<file path="config.mk">
export PLATFORM = sky130hd
export DESIGN_NAME = rx_line_driver
export DESIGN_NICKNAME = d
export VERILOG_FILES = /design/src/rtl/rx_line_driver.sv
export SDC_FILE = /design/constraint.sdc
export NUM_CORES = 1
export LEC_CHECK = 0
export BUFFER_PORTS_ARGS = -buffer_cell sky130_fd_sc_hd__buf_2
export CAP_MARGIN = 20
export CORE_MARGIN = 4
export CORE_UTILIZATION = 50
export DETAILED_ROUTE_END_ITERATION = 10
export PLACE_DENSITY = 0.67
export REMOVE_ABC_BUFFERS = 1
export SYNTH_ARGS = -nofsm -noshare
export SYNTH_HDL_FRONTEND = slang
export SYNTH_SLANG_ARGS = --single-unit
</file>
<file path="constraint.sdc">
create_clock -name Clock -period 3.6 [get_ports Clock]
set_clock_uncertainty 0.05 [all_clocks]
set_input_delay 0.18 -clock Clock [delete_from_list [all_inputs] [get_ports Clock]]
set_output_delay 0.18 -clock Clock [all_outputs]
set_load 0.05 [all_outputs]
</file>
<file path="src/rtl/rx_line_driver.sv">
// Receive-side line assembler: takes bytes from a UART receiver over a four-phase
// ready/ack handshake, buffers them until a terminator, then exposes the line.
module rx_line_driver #(
  parameter int          DEPTH      = 16,
  parameter logic [7:0]  TERMINATOR = 8'h0D,
  parameter int          TIMEOUT    = 50000
) (
  input  logic                     Clock,
  input  logic                     Reset,
  input  logic                     RxReady,
  input  logic [7:0]               RxData,
  input  logic                     RxError,
  output logic                     RxAck,
  output logic                     LineValid,
  output logic [$clog2(DEPTH):0]   LineLength,
  input  logic                     LineDone,
  input  logic [$clog2(DEPTH)-1:0] RdAddr,
  output logic [7:0]               RdData,
  output logic                     Overflow,
  output logic [7:0]               ErrCount,
  output logic                     Timeout
);

  localparam int AW = $clog2(DEPTH);
  localparam int CW = AW + 1;
  localparam int TW = $clog2(TIMEOUT + 1);

  typedef enum logic [1:0] {
    RX_IDLE       = 2'd0,
    RX_ACK        = 2'd1,
    RX_STORE      = 2'd2,
    RX_LINE_READY = 2'd3
  } state_t;

  state_t          state_q, state_d;
  logic            ack_q, ack_d;
  logic            valid_q, valid_d;
  logic [CW-1:0]   len_q, len_d;
  logic            ovf_q, ovf_d;
  logic [7:0]      err_cnt_q, err_cnt_d;
  logic            tout_q, tout_d;
  logic [CW-1:0]   count_q, count_d;
  logic            discard_q, discard_d;
  logic [7:0]      hold_data_q, hold_data_d;
  logic            hold_err_q, hold_err_d;
  logic [TW-1:0]   timer_q, timer_d;
  logic [7:0]      rd_data_q;
  logic            wr_en_s;
  logic [AW-1:0]   wr_addr_s;

  logic [7:0]      mem_q [DEPTH];

  // Next-state and handshake/line-assembly decisions.
  always_comb begin
    state_d     = state_q;
    ack_d       = ack_q;
    valid_d     = valid_q;
    len_d       = len_q;
    ovf_d       = ovf_q;
    err_cnt_d   = err_cnt_q;
    tout_d      = 1'b0;
    count_d     = count_q;
    discard_d   = discard_q;
    hold_data_d = hold_data_q;
    hold_err_d  = hold_err_q;
    timer_d     = timer_q;
    wr_en_s     = 1'b0;
    wr_addr_s   = count_q[AW-1:0];

    case (state_q)
      RX_IDLE: begin
        if (RxReady) begin
          hold_data_d = RxData;
          hold_err_d  = RxError;
          ack_d       = 1'b1;
          timer_d     = {TW{1'b0}};
          state_d     = RX_ACK;
        end else if (count_q != {CW{1'b0}}) begin
          // A stalled partial line is flushed rather than left to merge with later traffic.
          if (timer_q == TW'(TIMEOUT - 1)) begin
            count_d   = {CW{1'b0}};
            discard_d = 1'b0;
            tout_d    = 1'b1;
            timer_d   = {TW{1'b0}};
          end else begin
            timer_d = timer_q + TW'(1);
          end
        end else begin
          timer_d = timer_q;
        end
      end

      RX_ACK: begin
        if (!RxReady) begin
          ack_d   = 1'b0;
          state_d = RX_STORE;
        end else begin
          ack_d = 1'b1;
        end
      end

      RX_STORE: begin
        state_d = RX_IDLE;
        if (hold_err_q) begin
          if (err_cnt_q != 8'hFF) begin
            err_cnt_d = err_cnt_q + 8'd1;
          end else begin
            err_cnt_d = err_cnt_q;
          end
        end else if (hold_data_q == TERMINATOR) begin
          if (discard_q) begin
            discard_d = 1'b0;
            count_d   = {CW{1'b0}};
          end else if (count_q == {CW{1'b0}}) begin
            count_d = count_q;
          end else begin
            valid_d = 1'b1;
            len_d   = count_q;
            state_d = RX_LINE_READY;
          end
        end else if (discard_q) begin
          discard_d = 1'b1;
        end else if (count_q == CW'(DEPTH)) begin
          // Keep count at DEPTH so the timer can still flush the discarded line.
          ovf_d     = 1'b1;
          discard_d = 1'b1;
        end else begin
          wr_en_s = 1'b1;
          count_d = count_q + CW'(1);
        end
      end

      RX_LINE_READY: begin
        if (LineDone) begin
          valid_d = 1'b0;
          count_d = {CW{1'b0}};
          state_d = RX_IDLE;
        end else begin
          valid_d = 1'b1;
        end
      end

      default: begin
        state_d = RX_IDLE;
      end
    endcase
  end

  // Control and status registers with synchronous reset.
  always_ff @(posedge Clock) begin
    if (Reset) begin
      state_q     <= RX_IDLE;
      ack_q       <= 1'b0;
      valid_q     <= 1'b0;
      len_q       <= {CW{1'b0}};
      ovf_q       <= 1'b0;
      err_cnt_q   <= 8'd0;
      tout_q      <= 1'b0;
      count_q     <= {CW{1'b0}};
      discard_q   <= 1'b0;
      hold_data_q <= 8'd0;
      hold_err_q  <= 1'b0;
      timer_q     <= {TW{1'b0}};
    end else begin
      state_q     <= state_d;
      ack_q       <= ack_d;
      valid_q     <= valid_d;
      len_q       <= len_d;
      ovf_q       <= ovf_d;
      err_cnt_q   <= err_cnt_d;
      tout_q      <= tout_d;
      count_q     <= count_d;
      discard_q   <= discard_d;
      hold_data_q <= hold_data_d;
      hold_err_q  <= hold_err_d;
      timer_q     <= timer_d;
    end
  end

  // Line buffer storage; contents are not reset.
  always_ff @(posedge Clock) begin
    if (wr_en_s) begin
      mem_q[wr_addr_s] <= hold_data_q;
    end
  end

  // Registered read port, independent of the handshake state.
  always_ff @(posedge Clock) begin
    if (Reset) begin
      rd_data_q <= 8'd0;
    end else begin
      rd_data_q <= mem_q[RdAddr];
    end
  end

  assign RxAck      = ack_q;
  assign LineValid  = valid_q;
  assign LineLength = len_q;
  assign Overflow   = ovf_q;
  assign ErrCount   = err_cnt_q;
  assign Timeout    = tout_q;
  assign RdData     = rd_data_q;

endmodule

</file>
# Word level (Yosys, flattened, before mapping)
# Memory sizes are Yosys's and may differ from the RTL's. A register that Yosys moved wholly into a read port is not among the register bits.
# Cells that the tools add are included.
# W data, S select, Z words.
[word_totals]
ff_bits = 50
ramBits = 128
out_inout_bits = 25
memories = 1
[classes]
n_addsub = 3
eq_ne = 20
n_mux = 46
n_bitwise = 6
reduce_logical = 19
[memory_table]
columns = ["name", "depth", "width", "rd", "rd_clocked_by_memory_dff", "write_ports", "line", "source"]
rows = [
  ["mem_q", 16, 8, 1, 1, 1, "51", "logic [7:0] mem_q [DEPTH];"],
]
[op_table]
columns = ["cell", "n"]
rows = [
  ["$mux W16", 3],
  ["$mux W5", 9],
  ["$mux W1", 22],
  ["$ne A2 B2 Y1 const B", 10],
  ["$reduce_and A5 Y1", 4],
  ["$add A16 B1 Y16 const B", 1],
  ["$eq A16 B16 Y1 const B", 1],
  ["$pmux W5 S3", 1],
  ["$mux W2", 7],
  ["$ne A3 B3 Y1 const B", 3],
  ["$reduce_and A9 Y1", 1],
  ["$add A8 B1 Y8 const B", 1],
  ["$eq A8 B4 Y1 const B", 1],
  ["$ne A8 B8 Y1 const B", 1],
  ["$pmux W2 S4", 1],
  ["$reduce_bool A2 Y1", 4],
  ["$not A1 Y1", 6],
  ["$pmux W1 S2", 3],
  ["$reduce_and A2 Y1", 3],
  ["$reduce_and A3 Y1", 2],
  ["$add A5 B1 Y5 const B", 1],
  ["$eq A5 B5 Y1 const B", 1],
  ["$logic_not A5 Y1", 1],
  ["$reduce_bool A5 Y1", 1],
  ["other kinds (5)", 6],
]

# Logic depth before layout (Yosys ltp)
[depth]
ltp_word = 8
depth_mapped = 9
depth_no_buf = 7

# Least setup slack after synthesis
# No wires, ideal clock.
[synth_path]
kind = "reg-to-reg"
start = "register hold_data_q[1]"
end = "memory mem_q[0][0] (enable)"
t_arrival_ns = 2.179
t_required_ns = 3.167
path_slack_ns = 0.988
stages_incl_launch_ff = 7
path_buffers = 1
cell_sequence = "dfxtp_1 > and4bb_2 > and2_1 > clkbuf_1 > nor3_1 > nand2_1 > nor3_1"
[synth_via]
elab_chain_cells = 6
[synth_lines]
columns = ["element", "line", "source"]
rows = [
  ["from (decl)", "44", "logic [7:0] hold_data_q, hold_data_d;"],
  ["from (signal assigned)", "174", "hold_data_q <= hold_data_d;"],
  ["$eq A8 B4 Y1", "110", "end else if (hold_data_q == TERMINATOR) begin"],
  ["$mux W1", "110", ""],
  ["$mux W1", "104", "if (hold_err_q) begin"],
  ["$mux W1", "70", "case (state_q)"],
  ["$mux W1", "182", "if (wr_en_s) begin"],
  ["$mux W1 (implied by the code)", "183", "mem_q[wr_addr_s] <= hold_data_q;"],
  ["to (decl)", "51", ""],
]
# No other way between the ends.

# Worst setup path in the final report
[layout_path]
start = "register hold_data_q[0]"
end = "memory mem_q[15][4] (enable)"
# The elaborated chain is that of the path after synthesis.

==> metrics.md <==
| Metric | Value |
|---|---|
| Status | `complete, no violations` |
| Sequential share of power | `53.6%` |
| CP Depth | `5` |
| Maximum VDD drop | `0.308 mV` |
| Final worst path period share | `79.3%` |
| CP max stage delay | `0.67 ns` |
| Post-synth EDFFs | `128` |
| Most common cell in the netlist | `edfxtp_1` |
| Num CTS Buffers | `17` |
| HP Class | `primary input to register` |
| Crit path time final | `2.85 ns` |
| First-pass GRT wire length | `25000 um` |
| Pwr Total | `0.00432 W` |
| Initial antenna violation count | `0` |
| CP Capture Point | `mem_q[15][4]` |
| Data arrival time of the worst path | `2.85 ns` |
| Seq/Total Area, Yosys | `65.3%` |
| Total congestion overflow | `0` |
| Routed WL | `15700 um` |
| Final GP Congestion | `0.824` |
| CTS clk-pin slew, worst paths | `0.06 ns` |
| Row cnt | `44` |
| Initial Util | `52.0%` |
| Slew HR | `30.1%` |
| Fin. max-slew vios | `0` |
| Reg-to-Reg End | `mem_q[15][4]` |
| Overall die height | `132 um` |
| Mapped Area | `0.00767 sq mm` |
| Ports | `42` |
| Ys flop type | `edfxtp_1` |
| Core footprint | `0.0148 sq mm` |
| Post-synth top cells | `edfxtp_1, dfxtp_1, nor2_1` |
| Power Density | `496 mW/mm^2` |
| Int Power | `0.00343 W` |
| Htree depth | `4` |
| Synthesized flop and latch total | `186` |
| IO Port Bufs | `41` |
| Die Span X | `132 um` |
| DRC | `0` |
| Die area | `0.0174 sq mm` |
| # nets final | `583` |
| Area grow syn2layout | `13.6%` |
| Worst slew pin tran | `1.04 ns` |
| Via count | `4434` |
| Reg2Reg Setup Slack | `0.75 ns` |
| Post-synthesis cell count | `502` |
| Setup tns final | `0 ns` |
| Vias per cell | `5.86` |
| Data required, critical path | `3.60 ns` |
| Crit-path cells | `and4bb_2 -> and2_1 -> nor3_1 -> nand2_1 -> nor2_1` |
| Total of max-cap violations | `0` |
| Async SR Flop Fraction | `0%` |
| Post-route ant nets | `0` |
| WP buf/inv | `0` |
| Clock power share | `40.8%` |
| GRT Overall Usage | `18.8%` |
| Post_cts resized | `0` |
| Ys Warns | `0` |
| DR WL/cell | `20.8 um` |
| Switching Share | `20.6%` |
| Worst r2r src | `hold_data_q[0]` |
| Worst-skew pair later-pin latency | `0.42 ns` |
| CTS tree | `yes` |
| Drt pass-1 iters | `4` |
| Synth top area share | `50.1%` |
| Vias in the first global route | `4429` |
| Combinational Power Share | `5.6%` |
| Largest cells by area after synthesis | `edfxtp_1, dfxtp_1, mux4_1` |
| CP Launch Type | `register` |
| Worst-path maximum fanout | `18` |
| RSZ-0062 raised after global routing | `false` |
| Max stage delay cell, worst path | `nor2_1` |
| Critical path origin | `hold_data_q[0]` |
| # clock sinks | `186` |
| Setup Crit Path Kind | `register to register` |
| Reg2Reg Depth | `5` |
| Critical path's top delay family | `simple AND/OR/NAND/NOR gates` |
| CTS Buffer Depth | `2` |
| Post-synth cell types | `56` |
| Final setup fails | `0` |
| FMAX | `350 MHz` |
| Layout cells sized above 1 | `18.8%` |
| Switch Pwr | `0.000892 W` |
| Nature of the critical path endpoint | `register` |
| Iteration-0 DRC count of the detailed router | `276` |
| Largest net degree at the start of global routing | `45` |
| CTS root buf | `clkbuf_16` |
| Synth area leader | `edfxtp_1` |
| Final Hold Viols | `0` |
| Post-DP HPWL | `10500 um` |
| Post-synthesis area per instance | `15.3 sq um` |
| Ant. Diodes | `0` |
| Leak pwr | `3.04 nW` |
-- logic make-up after synthesis --
| kind of cell | Yosys count | share of synthesized area, % |
|---|---|---|
| xor gates and xnor gates | 8 | 0.914 |
| DFF | 186 | 65.3 |
| buffers and inverters | 31 | 2.22 |
| adders and majority gates | 6 | 0.979 |
| muxes | 55 | 14.8 |
| and+or+nand+nor | 154 | 10.9 |
| AOI/OAI and AO/OA | 62 | 4.88 |
-- layer usage --
metal	part of all wire [%]	routed length (um)	global-route usage, %	up-vias
li1	-	-	-	2080
met1	44	6970	24.9	2224
met2	50	7860	31.4	113
met3	4.4	699	4.77	17
met4	1.2	195	4.96	0
met5	0	0	0	-
-- worst min-delay path: cells and delay by family --
family	cells	cell delay [ns]
AOI/OAI and AO/OA	1	0.07
and+or+nand+nor	1	0.10
buffers and inverters	1	0.15
-- flip-flops by register name, indices dropped and copies added (netlist names) --
name / flops
LineLength: 5
mem_q: 128
count_q: 5
Timeout: 1
discard_q: 1
Overflow: 1
ErrCount: 8
LineValid: 1
RxAck: 1
hold_err_q: 1
hold_data_q: 8
timer_q: 16
RdData: 8
state_q: 2
-- area by class of cell --
cell class | count | area [sq um]
flip-flops and latches | 186 | 5000
inverters | 6 | 22.5
well taps | 184 | 230
multi-input cells | 285 | 2500
clock inverters | 9 | 97.6
repair buffers | 64 | 403
fillers | 1132 | 6040
clock buffers | 23 | 458
-- stage by stage --
stage | utilization (%) | cells | worst slack [ns] | instance area [sq um] | hold WS, ns
global route | 59.0 | 757 | 0.504 | 8710 | 0.0865
floorplan | - | 477 | 1.07 | 7520 | 0.194
finish | 59.0 | 757 | 0.746 | 8710 | 0.0873
global placement | 54.6 | 715 | 0.938 | 8060 | 0.369
detailed placement | 54.6 | 715 | 0.707 | 8060 | 0.373
CTS | 59.0 | 757 | 0.729 | 8710 | 0.0696
-- layout by cell type, fill, tap and decap left out, types with 3 or more instances in the layout --
cell type,synthesis,routed
buf_2,3,41
nor2b_4,3,3
nand3b_1,3,3
mux2i_1,15,15
o2bb2ai_1,5,5
xnor2_1,6,6
nand2b_1,6,6
nor3_1,19,18
buf_4,1,13
or2_2,3,3
dfxtp_1,58,58
or3_1,8,8
nand3_1,15,15
clkbuf_1,14,5
ha_1,6,6
inv_1,6,6
edfxtp_1,128,128
nor2_1,46,46
dlygate4sd3_1,0,10
mux4_1,22,22
nor2b_1,11,11
clkinv_1,0,4
o21ai_0,15,15
nand4_1,3,3
a21oi_1,23,23
and3_1,3,3
clkbuf_16,0,17
mux4_2,18,18
a31oi_1,4,4
nand2_1,18,18
-- power groups by stage --
| stage | registers [W] | clock network [W] | logic [W] |
|---|---|---|---|
| CTS | 0.00232 | 0.00179 | 0.000246 |
| finish | 0.00232 | 0.00176 | 0.000242 |
| detailed placement | 0.00236 | 0 | 0.000236 |
| floorplan | 0.00240 | 0 | 0.0000956 |
| global route | 0.00232 | 0.00189 | 0.000261 |
| global placement | 0.00236 | 0 | 0.000231 |
-- how the worst min path moves through the flow --
stage	start	end	slack, ns	cells after the start
final	RxReady	RxAck	0.09	3
after detailed placement	LineDone	LineValid	0.37	2
after global placement	RxData[1]	hold_data_q[1]	0.37	3
after global routing	RxReady	RxAck	0.09	3
after floorplan	Reset	RdData[1]	0.19	1
after CTS	RxReady	RxAck	0.07	3
-- timing repair --
action / 4_1_cts / 5_1_grt
setup buffers: 0 / 0
hold buffers: 10 / 0
endpoints found under the hold margin: 10 / 0
Power figures use the tool's default switching activity.
